[config.mk]
export PLATFORM = sky130hd
export DESIGN_NAME = mux_41_rr_arbiter
export DESIGN_NICKNAME = d
export VERILOG_FILES = /design/src/rtl/mux_41_rr_arbiter.sv
export SDC_FILE = /design/constraint.sdc
export NUM_CORES = 1
export LEC_CHECK = 0
export CORE_MARGIN = 1.5
export CORE_UTILIZATION = 38
export DETAILED_ROUTE_END_ITERATION = 10
export PLACE_DENSITY = 0.83
export SLEW_MARGIN = 0
export SYNTH_ARGS = -nofsm -noshare
export SYNTH_HDL_FRONTEND = slang
export SYNTH_SLANG_ARGS = --single-unit
[constraint.sdc]
create_clock -name clk -period 2.2 [get_ports clk]
set_input_delay 0.22 -clock clk [delete_from_list [all_inputs] [get_ports clk]]
set_output_delay 0.22 -clock clk [all_outputs]
set_load 0.005 [all_outputs]
[src/rtl/mux_41_rr_arbiter.sv]
// Round-robin arbiter and sequencer for the 4:1 mux datapath.
// Holds a grant per packet and forwards beats through one output register.
module mux_41_rr_arbiter #(
  parameter int DW = 8
) (
  input  logic          clk,
  input  logic          rst,
  input  logic [3:0]    in_valid,
  input  logic [3:0]    in_last,
  input  logic [4*DW-1:0] in_data,
  output logic [3:0]    in_ready,
  output logic          out_valid,
  output logic [DW-1:0] out_data,
  output logic          out_last,
  input  logic          out_ready,
  output logic [1:0]    sel,
  output logic          busy
);

  typedef enum logic {
    IDLE  = 1'b0,
    GRANT = 1'b1
  } state_e;

  state_e state_q, state_d;

  logic [1:0]    ptr_q, ptr_d;
  logic [1:0]    sel_q, sel_d;
  logic          ovld_q, ovld_d;
  logic [DW-1:0] odat_q, odat_d;
  logic          olst_q, olst_d;

  logic [3:0]    rot;
  logic [1:0]    off;
  logic          req_any;
  logic [1:0]    winner;
  logic          can_load;
  logic          accept;
  logic [DW-1:0] lane_sel;
  logic          last_sel;

  // Rotate requests so bit0 is the current top-priority requester.
  always_comb begin
    rot     = 4'(({in_valid, in_valid}) >> ptr_q);
    req_any = |in_valid;
    off     = 2'd0;
    if (rot[0]) begin
      off = 2'd0;
    end else if (rot[1]) begin
      off = 2'd1;
    end else if (rot[2]) begin
      off = 2'd2;
    end else if (rot[3]) begin
      off = 2'd3;
    end
    winner = ptr_q + off;
  end

  // Granted lane view and the accept condition.
  always_comb begin
    lane_sel = in_data[sel_q*DW +: DW];
    last_sel = in_last[sel_q];
    can_load = !ovld_q || out_ready;
    accept   = (state_q == GRANT) &&
               in_valid[sel_q] && can_load;
  end

  // State register; reset aborts any packet in flight.
  always_ff @(posedge clk or posedge rst) begin
    if (rst) begin
      state_q <= IDLE;
    end else begin
      state_q <= state_d;
    end
  end

  // Next state: arbitrate in IDLE, leave GRANT on the last beat.
  always_comb begin
    state_d = state_q;
    unique case (state_q)
      IDLE: begin
        if (req_any) begin
          state_d = GRANT;
        end
      end
      GRANT: begin
        if (accept && last_sel) begin
          state_d = IDLE;
        end
      end
      default: state_d = IDLE;
    endcase
  end

  // FSM outputs: only the granted lane may see ready.
  always_comb begin
    in_ready = 4'b0000;
    busy     = (state_q == GRANT);
    if (state_q == GRANT) begin
      in_ready[sel_q] = can_load;
    end
  end

  // Grant, priority pointer and output register next values.
  always_comb begin
    sel_d  = sel_q;
    ptr_d  = ptr_q;
    ovld_d = ovld_q;
    odat_d = odat_q;
    olst_d = olst_q;
    if (state_q == IDLE && req_any) begin
      sel_d = winner;
    end
    if (accept && last_sel) begin
      ptr_d = sel_q + 2'd1;
    end
    if (accept) begin
      ovld_d = 1'b1;
      odat_d = lane_sel;
      olst_d = last_sel;
    end else if (ovld_q && out_ready) begin
      ovld_d = 1'b0;
    end
  end

  // Datapath registers; a held beat is dropped on reset.
  always_ff @(posedge clk or posedge rst) begin
    if (rst) begin
      ptr_q  <= 2'd0;
      sel_q  <= 2'd0;
      ovld_q <= 1'b0;
      odat_q <= '0;
      olst_q <= 1'b0;
    end else begin
      ptr_q  <= ptr_d;
      sel_q  <= sel_d;
      ovld_q <= ovld_d;
      odat_q <= odat_d;
      olst_q <= olst_d;
    end
  end

  assign out_valid = ovld_q;
  assign out_data  = odat_q;
  assign out_last  = olst_q;
  assign sel       = sel_q;

endmodule

==> summary.txt, run 1 <==
DRC Markers = 0
RR Startpoint = ptr_q[1]
Flop-to-flop setup slack = 340 ps
Syn_nets = 138
Clock root cell = clkbuf_4
Cells after DPL = 179
Slowest stage delay, CP = 450 ps
TritonCTS clock tree = done
Critical path origin = sel[1]
Synthesized cell area = 1080 um2
Area Growth Syn to Fin = 60.7%
Final setup violation count = 0
EDFF count, synth = 0
Slew HR = 62.7%
CP Class = reg2out
Number of synthesized register bits = 15
Critical Path AT = 1810 ps
Hold Buf Count CTS = 0
Gr usage total = 18.7%
Final nets = 201
Final core utilization = 63.8%
Most frequent cells in the layout = 59 x clkdlybuf4s50_1, 15 x dfrtp_1
Htree depth = 1
Drt first pass iters = 4
Max Cap Viol = 0
Final Cycle Share = 92.4%
CP max FO = 12
First-pass GRT wire length = 4590 um
CTS Sinks = 15
HP Class = in2async
Top cells by area, synth = dfrtp_1 35%, mux4_1 20%, mux2_2 8.4%
Number of distinct library cells after synthesis = 26
Max Clock Freq = 0.492 GHz
Setup TNS = 0 ps
Design area = 1730 um2
Crit end category = output pin
Dominant synthesized flop cell = dfrtp_1
Synth warn = 0
Final Critical Period = 2030 ps
Post-Layout Cell Count = 183
IO buf count = 59
Register area share after synthesis = 34.9%
Pwr per Cell Area = 1080 nW/um2
CP Buf/Inv Count = 3
Startpoint types = flop
Setup Buffers After CTS = 0
Mapped Cells = 90
Routed WL = 2620 um
GRT Residual Overflow = 0
Status = finished, final reports clean
Die H = 56.2 um
Vias in the first global route = 1062
Core box area = 2710 um2
DR vias/cell = 5.45
Routed Antenna Nets = 0
Iter 0 DRT Violations = 23
N_diodes = 0
# rows = 19
Overall Power = 1.86 mW
CP max stage cell = dfrtp_1
CP Data Required Time = 1980 ps
Largest area contributor in the netlist = dfrtp_1
Reg2reg path depth = 9
Unrepaired setup endpoints after global routing = false
Max Slew Vio Count = 0
Worst skew pair latency = 280 ps
Die W = 56.2 um
Slew @ Worst Pin = 559 ps
Die ar. = 3160 um2
Family with the most delay on the worst path = buffers and inverters
Post-DP HPWL = 2130 um
Post-synth ARST share = 100%
Clock Path Buffers = 2
Post-synth top area share = 34.9%
RePlAce Congestion = 0.771
Fin. Hold Viols = 0
Initial Util = 39.7%
Placement Cell Area = 1700 um2
Drt wl/cell = 14.3 um
CTS resizes = 0
Most common cell after layout, fill and taps aside = clkdlybuf4s50_1
Reg2reg end = sel[1]
P_leak = 0.743 nW
CP Cell Sequence = buf_4 > inv_1 > ha_1 > and3_1 > clkdlybuf4s50_1
DR vias = 998
CTS Buf Count = 3
Clock Pin Slew Worst Setup and Hold Paths = 90 ps
Top Ports = 60
Syn_area_per_cell = 12.0 um2
Worst clock skew = 5.24 ps
Antenna violations before repair = 0
Share of layout cells above drive strength 1 = 13.2%
Pin count of the biggest net entering global routing = 16
Worst vdd ir = 0.616 mV
[layer usage]
| metal | GRT usage, % | share of wire [%] | routed length (um) | up-vias |
|---|---|---|---|---|
| li1 | - | - | - | 463 |
| met1 | 20.5 | 37 | 975 | 463 |
| met2 | 31.8 | 48 | 1270 | 62 |
| met3 | 6.98 | 11 | 301 | 10 |
| met4 | 9.18 | 2.9 | 77 | 0 |
| met5 | 0 | 0 | 0 | - |
[how the worst max path moves through the flow]
stage               slack, ps  cells past startpoint     endpoint
finish                    170                      5  in_ready[0]
floorplan                 490                     10       sel[1]
global placement          160                     10       sel[1]
detailed placement          3                     10       sel[1]
CTS                       110                      5  in_ready[0]
global route               30                      5  in_ready[0]
[where the power goes]
| group | switching, mW | internal (mW) |
|---|---|---|
| Clock | 0.0913 | 0.0675 |
| Sequential | 0.145 | 0.420 |
| Combinational | 0.414 | 0.721 |
| Total | 0.651 | 1.21 |
[cell type report]
class	count	area, um2
tap	31	38.8
clock inverter	1	5.00
inverter	5	18.8
sequential	15	375
multi-input combinational	67	663
clock buffer	3	22.5
timing repair buffer	61	606
fill	222	981
[cells by family after synthesis]
group,after synthesis,synth area share (%)
AO/OA/AOI/OAI,13,7.56
XOR/XNOR,2,1.63
adder cells (fa/ha/maj),5,5.81
buffers and inverters,8,3.49
flip-flops,15,34.9
multiplexers,19,33.1
AND/OR/NAND/NOR,28,13.5
[sequential cells by signal (all words and copies together) (netlist names)]
name       flops
ptr_q          2
sel            2
out_data       8
out_last       1
out_valid      1
busy           1
[per-stage QoR]
stage               hold WS [ps]  setup slack (ps)
floorplan                    121               486
detailed placement           476              3.41
finish                       271               167
CTS                          286               115
global route                 351              26.5
global placement             476               163
[Yosys cell counts, types with 2 or more instances]
cell type and count:
inv_1 5, o21ai_0 2, mux2_2 8, nor2_1 8, mux4_1 8, xnor2_1 2
or2_2 2, mux4_2 2, clkbuf_1 2, dfrtp_1 15, a21oi_1 6, and3_1 4
nand2_1 8, ha_1 5, o32ai_1 2
[worst reg2reg max path: cells and delay by family, from the launching register on]
kind,cells,cell delay [ps]
compound gates,4,540
flops,1,520
xor+xnor,2,310
fa+ha+maj,1,200
simple gates,2,170
(Power assumes the default switching activity.)
==> run 2, diff against run 1 <==
- RECOVER_POWER: unset -> 100
==> run 2 against run 1 <==
  * Clock power about the same
  * Wire length increased by 0.19%
  * Non-clock buffer count unchanged
  * Largest cell class unchanged
  * Largest power group unchanged
==> summary.txt, run 2 (synthesized netlist as in run 1, its figures left out) <==
IO buf count = 59 (unchanged)
Slew HR = 63.3% (was 62.7%)
Design area = 1710 um2 (was 1730 um2)
Unrepaired setup endpoints after global routing = false (unchanged)
Clock root cell = clkbuf_4 (unchanged)
Switching Share = 35.4% (was 35.0%)
Gr usage total = 18.7% (unchanged)
Drt first pass iters = 4 (unchanged)
GRT Residual Overflow = 0 (unchanged)
Pwr per Cell Area = 1040 nW/um2 (was 1080 nW/um2)
Multi-input gate area = 651 um2 (was 663 um2)
Initial Util = 39.7% (unchanged)
Routed Antenna Nets = 0 (unchanged)
CP max stage cell = dfrtp_1 (unchanged)
TritonCTS clock tree = done (unchanged)
DRC Markers = 0 (unchanged)
RePlAce Congestion = 0.771 (unchanged)
Worst clock skew = 3.41 ps (was 5.24 ps)
Family with the most delay on the worst path = buffers and inverters (unchanged)
Die H = 56.2 um (unchanged)
Pin count of the biggest net entering global routing = 16 (unchanged)
CTS Sinks = 15 (unchanged)
Critical Path AT = 1820 ps (was 1810 ps)
Fillers = 224 (was 222)
Die ar. = 3160 um2 (unchanged)
Placement Cell Area = 1700 um2 (unchanged)
Share of layout cells above drive strength 1 = 11.8% (was 13.2%)
Drt wl/cell = 14.4 um (was 14.3 um)
CTS resizes = 0 (unchanged)
Max Cap Viol = 0 (unchanged)
Area Growth Syn to Fin = 59.3% (was 60.7%)
Max Slew Vio Count = 0 (unchanged)
Slew @ Worst Pin = 550 ps (was 559 ps)
CP Cell Sequence = buf_4 > inv_1 > ha_1 > and3_1 > clkdlybuf4s50_1 (unchanged)
Final setup violation count = 0 (unchanged)
Iter 0 DRT Violations = 22 (was 23)
CP max FO = 12 (unchanged)
DR vias/cell = 5.37 (was 5.45)
CP Data Required Time = 1980 ps (about the same)
Top Ports = 60 (unchanged)
Routed WL = 2630 um (was 2620 um)
Fin. Hold Viols = 0 (unchanged)
Status = finished, final reports clean (unchanged)
Startpoint types = flop (unchanged)
Core box area = 2710 um2 (unchanged)
Setup Buffers After CTS = 0 (unchanged)
CP Buf/Inv Count = 3 (unchanged)
P_sw = 631 uW (was 651 uW)
Register Area = 375 um2 (unchanged)
# rows = 19 (unchanged)
Worst setup margin = 161 ps (was 167 ps)
Most frequent cells in the layout = 45 x clkdlybuf4s50_1, 15 x dfrtp_1, 14 x dlygate4sd3_1, 9 x nand2_1 (was 59 x clkdlybuf4s50_1, 15 x dfrtp_1)
Setup TNS = 0 ps (unchanged)
Gate power share = 59.7% (was 61.1%)
DR vias = 983 (was 998)
Clock Pin Slew Worst Setup and Hold Paths = 90 ps (about the same)
N_diodes = 0 (unchanged)
Max FFs per register = 8 (unchanged)
Final Cycle Share = 92.7% (was 92.4%)
Dpl ws = 3.41 ps (unchanged)
Worst vdd ir = 0.575 mV (was 0.616 mV)
CTS Buf Count = 3 (unchanged)
First-pass GRT wire length = 4590 um (unchanged)
Clock Path Buffers = 2 (unchanged)
Slowest stage delay, CP = 450 ps (about the same)
Crit end category = output pin (unchanged)
Hold Buf Count CTS = 0 (unchanged)
Sequential share of power = 31.5% (was 30.4%)
P_int = 1.15 mW (was 1.21 mW)
Final Critical Period = 2040 ps (was 2030 ps)
Vias in the first global route = 1062 (unchanged)
P_leak = 0.740 nW (was 0.743 nW)
Antenna violations before repair = 0 (unchanged)
Worst skew pair latency = 280 ps (about the same)
HP Class = in2async (unchanged)
Htree depth = 1 (unchanged)
Most common cell after layout, fill and taps aside = clkdlybuf4s50_1 (unchanged)
Max Clock Freq = 0.490 GHz (was 0.492 GHz)
Clock power frac = 8.8% (was 8.5%)
Post-DP HPWL = 2130 um (unchanged)
Die W = 56.2 um (unchanged)
Final nets = 201 (unchanged)
CP Class = reg2out (unchanged)
## run 2: cell types whose count changed in the layout (fill, tap and decap cells not counted)
cell and delta:
clkbuf_2 +1, buf_4 -1, nand3_1 +1, dlygate4sd3_1 +14, nand2_4 -1, nand3_2 -1, clkdlybuf4s50_1 -14, nand2_1 +1
## run 2: layout make-up
type / instances / area share, %
clock buffer: 3 / 1.31
sequential: 15 / 21.9
timing repair buffer: 61 / 35.2
inverter: 5 / 1.09
tap: 31 / 2.26
clock inverter: 1 / 0.292
multi-input combinational: 67 / 38.0
## run 2: worst paths after layout
kind	endpoint	start	slack, ps	cells past startpoint
max	in_ready[0]	sel[1]	160	5
min	out_data[6]	rst	410	2
max reg2reg	sel[1]	ptr_q[1]	340	9
min reg2reg	out_last	out_last	480	2
max in group asynchronous	out_valid	rst	1430	2
min in group clk	out_last	out_last	480	2
## run 2: power by group through the flow
stage / combinational (mW) / sequential, mW / clock [mW]
floorplan: 0.663 / 0.532 / 0
global route: 1.18 / 0.584 / 0.171
detailed placement: 1.15 / 0.568 / 0
CTS: 1.15 / 0.567 / 0.164
global placement: 1.11 / 0.554 / 0
finish: 1.06 / 0.562 / 0.156
## run 2: per-stage QoR
step	cells	utilization [%]	hold slack, ps	power, mW
after CTS	183	63.8	286	1.88
after floorplan	90	-	121	1.20
after global routing	183	63.3	484	1.93
after global placement	179	62.8	476	1.67
after detailed placement	179	62.8	476	1.72
final	183	63.3	411	1.78
## run 2: metal layers
metal | wire, um | up-vias | GRT usage [%] | share of wire (%)
met5 | 0 | - | 0 | 0
met3 | 282 | 6 | 6.98 | 11
met2 | 1270 | 56 | 31.8 | 48
li1 | - | 463 | - | -
met4 | 68 | 0 | 9.18 | 2.6
met1 | 1010 | 458 | 20.5 | 38
